[src/rtl/bht_pkg.sv]
// Shared constants, entry layout and FSM encoding for the BHT write side.
// Optional build macro: BHT_STATS_EN (update/mispredict counters).
package bht_pkg;

    localparam int SETS  = 16;
    localparam int WAYS  = 4;
    localparam int TAG_W = 6;
    localparam int TGT_W = 10;
    localparam int ENT_W = 19;

    localparam int E_VALID  = 18;
    localparam int E_TAG_HI = 17;
    localparam int E_TAG_LO = 12;
    localparam int E_TGT_HI = 11;
    localparam int E_TGT_LO = 2;
    localparam int E_CTR_HI = 1;
    localparam int E_CTR_LO = 0;

    localparam logic [1:0] CTR_INIT_JUMP = 2'b11;
    localparam logic [1:0] CTR_INIT_BR   = 2'b10;

    typedef enum logic {
        S_CLEAR = 1'b0,
        S_RUN   = 1'b1
    } state_t;

    function automatic logic [ENT_W-1:0] mk_entry(
        input logic [TAG_W-1:0] tag,
        input logic [TGT_W-1:0] tgt,
        input logic [1:0]       ctr
    );
        return {1'b1, tag, tgt, ctr};
    endfunction

endpackage

[src/rtl/bht_sat_ctr.sv]
// 2-bit saturating counter step, shared with the predictor-side logic.
// Optional build macro: none.
module bht_sat_ctr (
    input  logic [1:0] i_ctr,
    input  logic       i_taken,
    output logic [1:0] o_ctr
);

    always_comb begin
        o_ctr = i_ctr;
        if (i_taken && (i_ctr != 2'b11))
            o_ctr = i_ctr + 2'd1;
        else if (!i_taken && (i_ctr != 2'b00))
            o_ctr = i_ctr - 2'd1;
    end

endmodule

[src/rtl/bht_update_ctrl.sv]
// BHT write-port controller: clear sweep, update/alloc arbitration, FIFO replacement.
// Optional build macro: BHT_STATS_EN adds stat_upd / stat_mispred outputs.
module bht_update_ctrl
    import bht_pkg::*;
(
    input  logic             CLK,
    input  logic             rst,
    input  logic             inv_req,
    input  logic             alloc_req,
    input  logic [9:0]       alloc_pc,
    input  logic [9:0]       alloc_target,
    input  logic             alloc_is_jump,
    input  logic             upd_req,
    input  logic [5:0]       upd_idx,
    input  logic [ENT_W-1:0] upd_entry,
    input  logic             upd_taken,
    output logic             wr_en,
    output logic [5:0]       wr_addr,
    output logic [ENT_W-1:0] wr_data,
    output logic             ready,
`ifdef BHT_STATS_EN
    output logic [15:0]      stat_upd,
    output logic [15:0]      stat_mispred,
`endif
    output logic             alloc_drop
);

    state_t           r_state;
    logic [6:0]       r_clr_idx;
    logic [1:0]       r_fifo_ptr [SETS];
    logic             r_pend_v;
    logic [9:0]       r_pend_pc;
    logic [9:0]       r_pend_tgt;
    logic             r_pend_jump;

    logic [1:0]       w_upd_ctr;
    logic [ENT_W-1:0] w_upd_data;
    logic [9:0]       w_al_pc;
    logic [9:0]       w_al_tgt;
    logic             w_al_jump;
    logic [3:0]       w_al_set;
    logic [1:0]       w_al_way;
    logic [ENT_W-1:0] w_al_data;
    logic             w_merge;

    bht_sat_ctr u_sat_ctr (
        .i_ctr   (upd_entry[E_CTR_HI:E_CTR_LO]),
        .i_taken (upd_taken),
        .o_ctr   (w_upd_ctr)
    );

    assign w_upd_data = {upd_entry[E_VALID:E_TGT_LO], w_upd_ctr};

    // A waiting allocation always goes ahead of a fresh one.
    assign w_al_pc   = r_pend_v ? r_pend_pc   : alloc_pc;
    assign w_al_tgt  = r_pend_v ? r_pend_tgt  : alloc_target;
    assign w_al_jump = r_pend_v ? r_pend_jump : alloc_is_jump;
    assign w_al_set  = w_al_pc[3:0];
    assign w_al_way  = r_fifo_ptr[w_al_set];
    assign w_al_data = mk_entry(w_al_pc[9:4], w_al_tgt,
                                w_al_jump ? CTR_INIT_JUMP : CTR_INIT_BR);
    assign w_merge   = r_pend_v && (alloc_pc == r_pend_pc);

    always_ff @(posedge CLK or posedge rst) begin
        if (rst) begin
            r_state     <= S_CLEAR;
            r_clr_idx   <= '0;
            r_pend_v    <= 1'b0;
            r_pend_pc   <= '0;
            r_pend_tgt  <= '0;
            r_pend_jump <= 1'b0;
            for (int s = 0; s < SETS; s++) r_fifo_ptr[s] <= '0;
            wr_en       <= 1'b0;
            wr_addr     <= '0;
            wr_data     <= '0;
            ready       <= 1'b0;
            alloc_drop  <= 1'b0;
`ifdef BHT_STATS_EN
            stat_upd     <= '0;
            stat_mispred <= '0;
`endif
        end else begin
            wr_en      <= 1'b0;
            alloc_drop <= 1'b0;
            unique case (r_state)
                S_CLEAR: begin
                    if (inv_req) begin
                        r_clr_idx <= '0;
`ifdef BHT_STATS_EN
                        stat_upd     <= '0;
                        stat_mispred <= '0;
`endif
                    end else if (r_clr_idx[6]) begin
                        ready   <= 1'b1;
                        r_state <= S_RUN;
                    end else begin
                        wr_en     <= 1'b1;
                        wr_addr   <= r_clr_idx[5:0];
                        wr_data   <= '0;
                        r_clr_idx <= r_clr_idx + 7'd1;
                    end
                end
                S_RUN: begin
                    if (inv_req) begin
                        r_state   <= S_CLEAR;
                        r_clr_idx <= '0;
                        r_pend_v  <= 1'b0;
                        ready     <= 1'b0;
                        for (int s = 0; s < SETS; s++) r_fifo_ptr[s] <= '0;
`ifdef BHT_STATS_EN
                        stat_upd     <= '0;
                        stat_mispred <= '0;
`endif
                    end else if (upd_req) begin
                        wr_en   <= 1'b1;
                        wr_addr <= upd_idx;
                        wr_data <= w_upd_data;
`ifdef BHT_STATS_EN
                        if (stat_upd != 16'hFFFF)
                            stat_upd <= stat_upd + 16'd1;
                        if ((upd_entry[E_CTR_HI] != upd_taken) &&
                            (stat_mispred != 16'hFFFF))
                            stat_mispred <= stat_mispred + 16'd1;
`endif
                        if (alloc_req && !w_merge) begin
                            if (!r_pend_v) begin
                                r_pend_v    <= 1'b1;
                                r_pend_pc   <= alloc_pc;
                                r_pend_tgt  <= alloc_target;
                                r_pend_jump <= alloc_is_jump;
                            end else begin
                                alloc_drop <= 1'b1;
                            end
                        end
                    end else if (r_pend_v || alloc_req) begin
                        wr_en                <= 1'b1;
                        wr_addr              <= {w_al_set, w_al_way};
                        wr_data              <= w_al_data;
                        r_fifo_ptr[w_al_set] <= w_al_way + 2'd1;
                        r_pend_v             <= 1'b0;
                        // Draining the buffer frees it for a distinct fresh request.
                        if (r_pend_v && alloc_req && !w_merge) begin
                            r_pend_v    <= 1'b1;
                            r_pend_pc   <= alloc_pc;
                            r_pend_tgt  <= alloc_target;
                            r_pend_jump <= alloc_is_jump;
                        end
                    end
                end
            endcase
        end
    end

endmodule

[config.mk]
export PLATFORM = sky130hd
export DESIGN_NAME = bht_update_ctrl
export DESIGN_NICKNAME = d
export VERILOG_FILES = /design/src/rtl/bht_pkg.sv /design/src/rtl/bht_sat_ctr.sv /design/src/rtl/bht_update_ctrl.sv
export SDC_FILE = /design/constraint.sdc
export NUM_CORES = 1
export LEC_CHECK = 0
export ABC_AREA = 1
export BUFFER_PORTS_ARGS = -buffer_cell sky130_fd_sc_hd__buf_2
export CAP_MARGIN = 20
export CORE_ASPECT_RATIO = 1.4
export CORE_MARGIN = 3
export CORE_UTILIZATION = 41
export CTS_CLUSTER_SIZE = 28
export DETAILED_ROUTE_END_ITERATION = 7
export PLACE_DENSITY = 0.63
export SLEW_MARGIN = 0
export SYNTH_ARGS = -nofsm -noshare
export SYNTH_HDL_FRONTEND = slang
export SYNTH_SLANG_ARGS = --single-unit
[constraint.sdc]
create_clock -name CLK -period 3.1 [get_ports CLK]
set_input_delay 0.155 -clock CLK [delete_from_list [all_inputs] [get_ports CLK]]
set_output_delay 0.155 -clock CLK [all_outputs]
set_load 0.02 [all_outputs]
# After elaboration in Yosys (flattened, before gate mapping)

Cells that the tools add are included.

Register bits after elaboration: 90
Bits in latches: 0
Bits in writable memories: 0
Bits in read-only memories: 0
Word-level logic and storage cells: 137
Memories kept: 0

Add/subtract/negate cells: 4
Multipliers: 0
Divide/modulo/power cells: 0
Magnitude comparators: 2
Eq/ne operators: 12
Shift-type cells: 0
Multiplexer cells: 67
Bitwise gates (word level): 3
Reductions and logical operators: 21

Operators with widths:

| operator            | number |
|---|---|
| $mux 10             | 10 |
| $mux 32             | 3 |
| $mux 19             | 5 |
| $pmux 19 s2         | 1 |
| $bwmux 32           | 1 |
| $mux 6              | 5 |
| $mux 1              | 27 |
| $mux 7              | 3 |
| $ne 2x2->1 const B  | 7 |
| $pmux 7 s2          | 1 |
| $pmux 6 s2          | 1 |
| $eq 10x10->1        | 1 |
| $mux 2              | 5 |
| $reduce_and 3->1    | 3 |
| $bmux 2 s4          | 1 |
| $demux 2 s4         | 1 |
| $reduce_bool 2->1   | 4 |
| $add 7x1->7 const B | 1 |
| $logic_and 1x1->1   | 7 |
| $ne 3x2->1 const B  | 2 |
| $pmux 1 s2          | 3 |
| $ge 5x5->1 const B  | 1 |
| $lt 5x1->1 const B  | 1 |
| $not 4->5           | 1 |
| 11 further kinds    | 14 |

# Longest topological paths before layout

Gate-level depths: netlist (run 1).

Depth after elaboration: 10
Gate-level depth with buffers: 16
Mapped depth without buffers: 14

# Modules after synthesis

From an unflattened synthesis (run 1), not the netlist that was laid out.

Cells, all modules: 743
Area total of the unflattened synthesis: 5293.8 µm²

By module, submodules not included:

| module          | times used | cells an instance | area an instance (µm²) | sequential area each (µm²) |
|---|---|---|---|---|
| bht_update_ctrl | 1          | 726               | 5210.0                 | 2252.2 |
| bht_sat_ctr     | 1          | 17                | 83.8                   | 0.0 |

# Worst setup path before layout (run 1)

Ideal clock, no wire load.

Path kind: register to register
Start point: reg r_pend_v
End point: reg r_fifo_ptr[11] (netlist bit)
Setup time: 0.117 ns
Arrival: 1.731 ns
Data required time: 2.983 ns
Path slack: 1.253 ns
Stages on the path, launching flop included: 13
Path buffers: 2
Period minus slack after synthesis: 1.847 ns
Path through: dfrtp_1 > buf_6 > o21ai_2 > inv_2 > nor2_4 > nand2_1 > nand2_2 > nor2_8 > inv_4 > nand2_4 > buf_8 > nand3_2 > nand2_1

Cells in the longest elaborated chain, start to end: 10
Elaborated cells between the ends (all ways): 18
Those cells by class: add/sub (1); order compare (2); mux (10); bitwise (1); reduce/logical (4)

Ends and longest elaborated chain:

| item                                                              | RTL line                                      | text |
|---|---|---|
| start, declared                                                   | bht_update_ctrl.sv:31                         | `logic r_pend_v;` |
| start signal, assigned                                            | bht_update_ctrl.sv:68                         | `r_pend_v <= 1'b0;` |
| start signal, assigned                                            | bht_update_ctrl.sv:107                        | `r_pend_v <= 1'b0;` |
| start signal, assigned                                            | bht_update_ctrl.sv:127                        | `r_pend_v <= 1'b1;` |
| $mux 10                                                           | n/a                                           |  |
| $not 4->5 (implied by the code)                                   | bht_update_ctrl.sv:59, bht_update_ctrl.sv:139 |  |
| $bmux 2 s4, or another cell as far along                          | bht_update_ctrl.sv:59                         | `assign w_al_way = r_fifo_ptr[w_al_set];` |
| $mux 2 (implied by the code) or $logic_and 1x1->1 (tied branches) | bht_update_ctrl.sv:59, bht_update_ctrl.sv:139 |  |
| $mux 2 (on tied branches)                                         | bht_update_ctrl.sv:59, bht_update_ctrl.sv:139 |  |
| $add 2x1->2 or $demux 2 s4 (tied branches)                        | bht_update_ctrl.sv:139                        | `r_fifo_ptr[w_al_set] <= w_al_way + 2'd1;` |
| $bwmux 32                                                         | bht_update_ctrl.sv:139                        |  |
| $mux 32                                                           | bht_update_ctrl.sv:135                        | `end else if (r_pend_v \|\| alloc_req) begin` |
| $mux 32                                                           | bht_update_ctrl.sv:114                        | `end else if (upd_req) begin` |
| $mux 32                                                           | bht_update_ctrl.sv:104                        | `if (inv_req) begin` |
| end signal, assigned by index                                     | bht_update_ctrl.sv:139                        |  |
| end, declared                                                     | bht_update_ctrl.sv:30                         | `logic [1:0] r_fifo_ptr [SETS];` |

Several ways; a longest one is shown, not always the timed one. The select of a mux whose other input is x is not followed.
A chain may end at the register's enable or synchronous reset.

# Final worst setup path (run 1)

Start point: reg r_pend_v
End point: reg r_fifo_ptr[21] (netlist bit)

The elaborated chain is that of the path after synthesis.

==> results of run 1 <==
## cell usage in the layout, fill, tap and decap left out, types with 2 or more instances in the layout
cell type   Yosys  routed
nand2_1       268     268
o21ai_0        59      59
ha_1            3       3
nand3_1        21      21
buf_4           0       9
o21ai_1         6       6
nor2_2          3       3
buf_2           8      79
inv_4           2       2
a21oi_1        41      41
dfrtp_1        90      89
inv_2           6       6
mux2i_1        11      11
clkbuf_16       0       9
xor2_1          4       4
o2111ai_1      21      21
o211ai_1        5       5
nand2_4         2       2
nor2_1         60      60
nand3_2        10      10
clkinvlp_4      0       3
clkinv_4        0       2
nor2_4          3       3
inv_1          40      39
a22o_1          8       8
nand2_2         6       6
nor3_1          5       5
## final timing paths
path	to	slack, ns	startpoint	cells past startpoint
setup / recovery	r_fifo_ptr[21]	0.54	r_pend_v	14
max in group asynchronous	r_fifo_ptr[22]	1.94	rst	4
min in group asynchronous	r_fifo_ptr[2]	0.43	rst	3
setup reg to reg	r_fifo_ptr[21]	0.54	r_pend_v	14
hold reg to reg	r_pend_pc[6]	0.47	r_pend_pc[6]	2
hold / removal	wr_data[9]	0.08	upd_entry[9]	3
## critical path: stages, from the launching register on
cell     delay (ns)
dfrtp_2        0.56
inv_2          0.18
nand2_2        0.22
nand2_2        0.24
nand2_1        0.13
nand2_1        0.05
nand2_1        0.06
nand2_1        0.05
nand2_1        0.06
nand2_2        0.09
nor2_8         0.31
inv_4          0.08
nand2_4        0.24
nand3_1        0.12
nand2_1        0.07
## final cells by class
type,count,area [µm²]
flip-flops and latches,90,2250
inverters,49,190
multi-input cells,549,2700
clock inverters,7,78.8
fillers,1257,6430
clock buffers,9,225
repair buffers,90,493
well taps,150,188
## report_power, final
part           switching [mW]  total, mW  internal (mW)
Clock                   0.486       1.12          0.630
Sequential             0.0490       1.28           1.23
Combinational           0.386      0.559          0.173
Total                   0.921       2.95           2.03
## per-layer routing
metal	track usage, %	wire length (µm)	vias to the layer above
li1	-	-	2508
met1	24.9	6050	2393
met2	35.1	7150	160
met3	2.67	662	27
met4	8.09	323	0
met5	0	0	-
## cell families (layout without fill, tap and decap cells)
kind of cell             Yosys count  in the layout  synth area share (%)
adder cells (fa/ha/maj)            3              3                 0.704
flip-flops                        90             90                  42.2
multiplexers                      11             11                  2.07
AND/OR/NAND/NOR                  383            383                  30.4
XOR/XNOR                           5              5                 0.821
AO/OA/AOI/OAI                    147            147                  16.6
buffers and inverters             89            155                  7.18
## per-stage QoR
step / utilization (%) / hold WS [ns] / area, µm² / power [mW] / setup WS (ns)
2_1_floorplan: - / 0.336 / 5330 / 1.70 / 0.610
3_3_place_gp: 46.3 / 0.284 / 5810 / 1.85 / 0.594
3_5_place_dp: 46.3 / 0.277 / 5810 / 1.86 / 0.547
4_1_cts: 48.8 / 0.0728 / 6120 / 2.98 / 0.526
5_1_grt: 48.8 / 0.0971 / 6120 / 3.10 / 0.263
6_report: 48.8 / 0.0783 / 6120 / 2.95 / 0.543
## sequential cells by signal (all words and copies together) (netlist names), 6 cells and up
name        flops
r_pend_tgt     10
r_pend_pc      10
wr_addr         6
wr_data        19
r_fifo_ptr     32
r_clr_idx       7
## timing repair
| item | CTS | global route |
|---|---|---|
| setup buffers | 0 | 0 |
| hold buffers | 1 | 0 |
| endpoints found under the hold margin | 37 | 0 |
==> summary.md, run 1 <==
| Metric | Value |
|---|---|
| Crit Path Class | reg -> reg |
| Final TNS setup | 0 ns |
| Max Clock Freq | 391 MHz |
| N_diodes | 0 |
| Core area | 0.0126 mm² |
| Max Slew Vio Count | 0 |
| Post-Synthesis Cell Area | 0.00533 mm² |
| IO Port Bufs | 79 |
| Detailed Place HPWL | 10000 µm |
| Clock insertion delay at the later pin of the skew report | 0.34 ns |
| Vias in the first global route | 4964 |
| Final Cycle Share | 82.5% |
| Post-route minimum period | 2.56 ns |
| Pleak | 3.15 nW |
| Top-count cell post-synth | nand2_1 |
| TritonCTS Buffers | 9 |
| Die X | 102 µm |
| DRC errors left | 0 |
| Worst setup SP type | register |
| Total gr overflow | 0 |
| First-pass GRT wire length | 23500 µm |
| Avg Inst Size Synth | 7.32 µm² |
| Hold Violations, Final | 0 |
| Die Footprint | 0.0144 mm² |
| Clock root cell | clkbuf_16 |
| Power density cells | 482 mW/mm² |
| RSZ-0062 raised after global routing | false |
| DRT iter0 DRCs | 205 |
| IO Count | 80 |
| Routability cong. | 0.909 |
| Ranking of synthesized cells by area | dfrtp_1 (42%), nand2_1 (19%), o21ai_0 (5.5%) |
| Area grow syn2layout | 14.9% |
| CTS tree | yes |
| Crit end category | register |
| Max-Cap Viols | 0 |
| H-tree depth | 3 |
| VDD IR max | 0.250 mV |
| Vias post-DR | 5088 |
| CP arrival | 2.83 ns |
| Post-synth EDFFs | 0 |
| #FFs+latches synth | 90 |
| FP Rows | 48 |
| Crit-path max FO | 18 |
| Largest net degree at the start of global routing | 62 |
| Most used DFF post-synth | dfrtp_1 |
| 1st-pass router iterations | 5 |
| Synth cell types | 40 |
| Clock Pin Slew Worst Setup and Hold Paths | 0.07 ns |
| Status | completed |
| Final ANT Viol Nets | 0 |
| Initial antenna violation count | 0 |
| Wire per inst | 15.0 µm |
| Critical Path RT | 3.38 ns |
| Layout cells sized above 1 | 18.0% |
| Die H | 141 µm |
| Inst Count DP | 927 |
| Clock sinks | 90 |
| Starting density of the core | 42.5% |
| Rel. slew slack | 31.6% |
| Post_cts resized | 0 |
| Post-synth top area cell | dfrtp_1 |
| Nets@finish | 844 |
| Wirelength, routed | 14200 µm |
| Synth top cells by count | nand2_1 (268), dfrtp_1 (90), nor2_1 (60) |
| Clk_skew | 0.00934 ns |
| Hold WC Path Type | in -> reg |
| Share of the synthesized area in the top cell type | 42.2% |
| Syn Nets | 783 |
| Ys Warns | 0 |
| Ys async rst share | 100% |
| Total GRT Usage | 20.2% |
| Vias per cell | 5.39 |
| Non-filler cells, final | 944 |
| Bufs on Longest Clock Path | 2 |
| Slew @ Worst Pin | 1.02 ns |
| Synthesized instance count | 728 |
| Register area share after synthesis | 42.2% |
| Final setup fails | 0 |
No activity file was read; power rests on OpenSTA's default activity.
==> inputs of run 2 (changes only) <==
clock period = 2.4 ns   (was 3.1 ns; I/O delays follow)
==> run 2 against run 1 <==
Setup slack lost 0.31 ns. Sequential power grew 28%. First-iteration DRC count grew 9.8%. Combinational power grew 38%. Critical endpoint is now r_fifo_ptr[16]. Largest cell class unchanged.
==> summary.md, run 2 (synthesis gave the netlist of run 1 again) <==
| Metric | Value |
|---|---|
| Status | completed |
| Area of the multi-input gates | 0.00273 mm² |
| Rel. slew slack | 54.7% |
| FF-to-FF Start | r_pend_v |
| Initial antenna violation count | 0 |
| Clock sinks | 90 |
| CP dominant cell by count | nand2_1 |
| Cell Area, Placed | 0.00587 mm² |
| Reg2reg end | r_fifo_ptr[16] |
| VDD IR max | 0.396 mV |
| GR Util met2 | 35.7% |
| Max Clock Freq | 461 MHz |
| Switching Share | 28.9% |
| Clock insertion delay at the later pin of the skew report | 0.34 ns |
| R2r setup slk | 0.23 ns |
| Most common cell after layout, fill and taps aside | nand2_1 |
| Fillers | 1249 |
| Worst path slowest cell | dfrtp_2 |
| Wirelength, routed | 14600 µm |
| Met1 usage | 25.0% |
| FP Rows | 48 |
| FF/Latch Area | 0.00225 mm² |
| IO Count | 80 |
| Post-route minimum period | 2.17 ns |
| 1st-pass router iterations | 4 |
| Area grow syn2layout | 18.4% |
| Hold Violations, Final | 0 |
| CP max stage delay | 0.46 ns |
| Layout cells sized above 1 | 19.3% |
| Wire per inst | 15.3 µm |
| Detailed Place HPWL | 10300 µm |
| Final ANT Viol Nets | 0 |
| Cell area after layout | 0.00631 mm² |
| Nets@finish | 855 |
| Hold Crit Endpoint | wr_data[16] |
| Top reg by flops | r_fifo_ptr |
| Pleak | 3.22 nW |
| Hold Path Stages | 3 |
| IO Port Bufs | 79 |
| Max Slew Vio Count | 0 |
| Vias per cell | 5.37 |
| Crit-path max FO | 16 |
| Total GRT Usage | 20.7% |
| Slew @ Worst Pin | 0.678 ns |
| WP buf/inv | 3 |
| Vias in the first global route | 5079 |
| Switching pwr | 1.20 mW |
| Total gr overflow | 0 |
| Clk_skew | 0.00736 ns |
| Final setup fails | 0 |
| DRC errors left | 0 |
| Vias post-DR | 5131 |
| Largest net degree at the start of global routing | 62 |
| Die X | 102 µm |
| Routing usage on met3 | 3.12% |
| Power density cells | 658 mW/mm² |
| Largest register FFs | 32 |
| RSZ-0062 raised after global routing | false |
| TritonCTS Buffers | 9 |
| Internal power | 2.95 mW |
| Reg2Reg Depth | 13 |
| Die Footprint | 0.0144 mm² |
| Clock root cell | clkbuf_16 |
| Clock power share | 41.9% |
| Routability cong. | 0.887 |
| Bufs on Longest Clock Path | 2 |
| Starting density of the core | 42.5% |
| CP cell instances | inv_2 -> nand2_4 -> nand2_4 -> nand2_1 -> nand2_1 -> nand2_1 -> nand2_1 -> nand2_1 -> nand2_2 -> nor2_8 -> buf_4 -> buf_4 -> a22o_1 |
| First-pass GRT wire length | 24000 µm |
| Busiest layer in global routing | met2 |
| Final Cycle Share | 90.5% |
| H-tree depth | 3 |
| DRT iter0 DRCs | 225 |
| Crit Path Class | reg -> reg |
| Hold WC Path Type | in -> reg |
| CTS tree | yes |
| Proportion of power drawn by combinational gates | 18.5% |
| Die H | 141 µm |
| Final core occ | 50.3% |
| CP arrival | 2.40 ns |
| Worst setup SP type | register |
| Hold Startpoint | upd_entry[16] |
| Clock Pin Slew Worst Setup and Hold Paths | 0.06 ns |
| Critical Path RT | 2.63 ns |
| Max-Cap Viols | 0 |
| Crit end category | register |
| Cell family with most CP delay | simple AND/OR/NAND/NOR gates |
| Seq pwr share | 39.6% |
| Most frequent cells in the layout | nand2_1 (268), dfrtp_1 (89), buf_2 (79) |
| Core area | 0.0126 mm² |
| Biggest regs | r_fifo_ptr (32), wr_data (19) |
| N_diodes | 0 |
## run 2: timing repair
item | CTS | global route
buffers inserted | 0 | 3
setup endpoints to repair | 6 | 16
gates resized for setup | 1 | 6
hold buffers | 1 | 0
pin swaps | 0 | 1
hold endpoints to repair | 27 | 0
## run 2: power by group through the flow
stage / logic [mW] / clock network, mW / registers [mW]
after floorplan: 0.521 / 0 / 1.67
after global placement: 0.735 / 0 / 1.67
after detailed placement: 0.751 / 0 / 1.67
after CTS: 0.756 / 1.78 / 1.64
after global routing: 0.858 / 1.84 / 1.65
final: 0.769 / 1.74 / 1.64
## run 2: final cells by class
cell class	count	area share, %
Timing Repair Buffer	101	9.12
Multi-Input combinational cell	549	43.3
Clock buffer	9	3.57
Clock inverter	7	2.24
Sequential cell	90	35.7
Tap cell	150	2.97
Inverter	49	3.05
## run 2: per-stage QoR
step                setup WS, ns  power, mW  hold WS (ns)  TNS (ns)  std cells
floorplan                  0.553       2.19         0.301         0        728
global placement          0.0733       2.40         0.257         0        935
detailed placement       -0.0247       2.42         0.254   -0.0861        935
CTS                      0.00999       4.18        0.0447         0        952
global route              0.0239       4.34        0.0695         0        955
finish                     0.229       4.15        0.0590         0        955
## run 2: tightest hold or removal path, delay by kind of cell
kind | cells | cell delay, ns
AO/OA/AOI/OAI | 2 | 0.15
buffers and inverters | 1 | 0.08
## run 2: per-layer routing
metal / up-vias / part of all wire, %
met5: - / 0
met2: 143 / 51
met1: 2434 / 42
met3: 31 / 4.9
met4: 0 / 2.5
li1: 2523 / -
## run 2: how the worst max path moves through the flow
stage               depth (start not counted)  startpoint             end
finish                                     13    r_pend_v  r_fifo_ptr[16]
detailed placement                          8     r_state      wr_addr[5]
floorplan                                  12    r_pend_v  r_fifo_ptr[11]
global route                               14    r_pend_v  r_fifo_ptr[27]
global placement                            8     r_state      wr_addr[4]
CTS                                        14    r_pend_v  r_fifo_ptr[23]
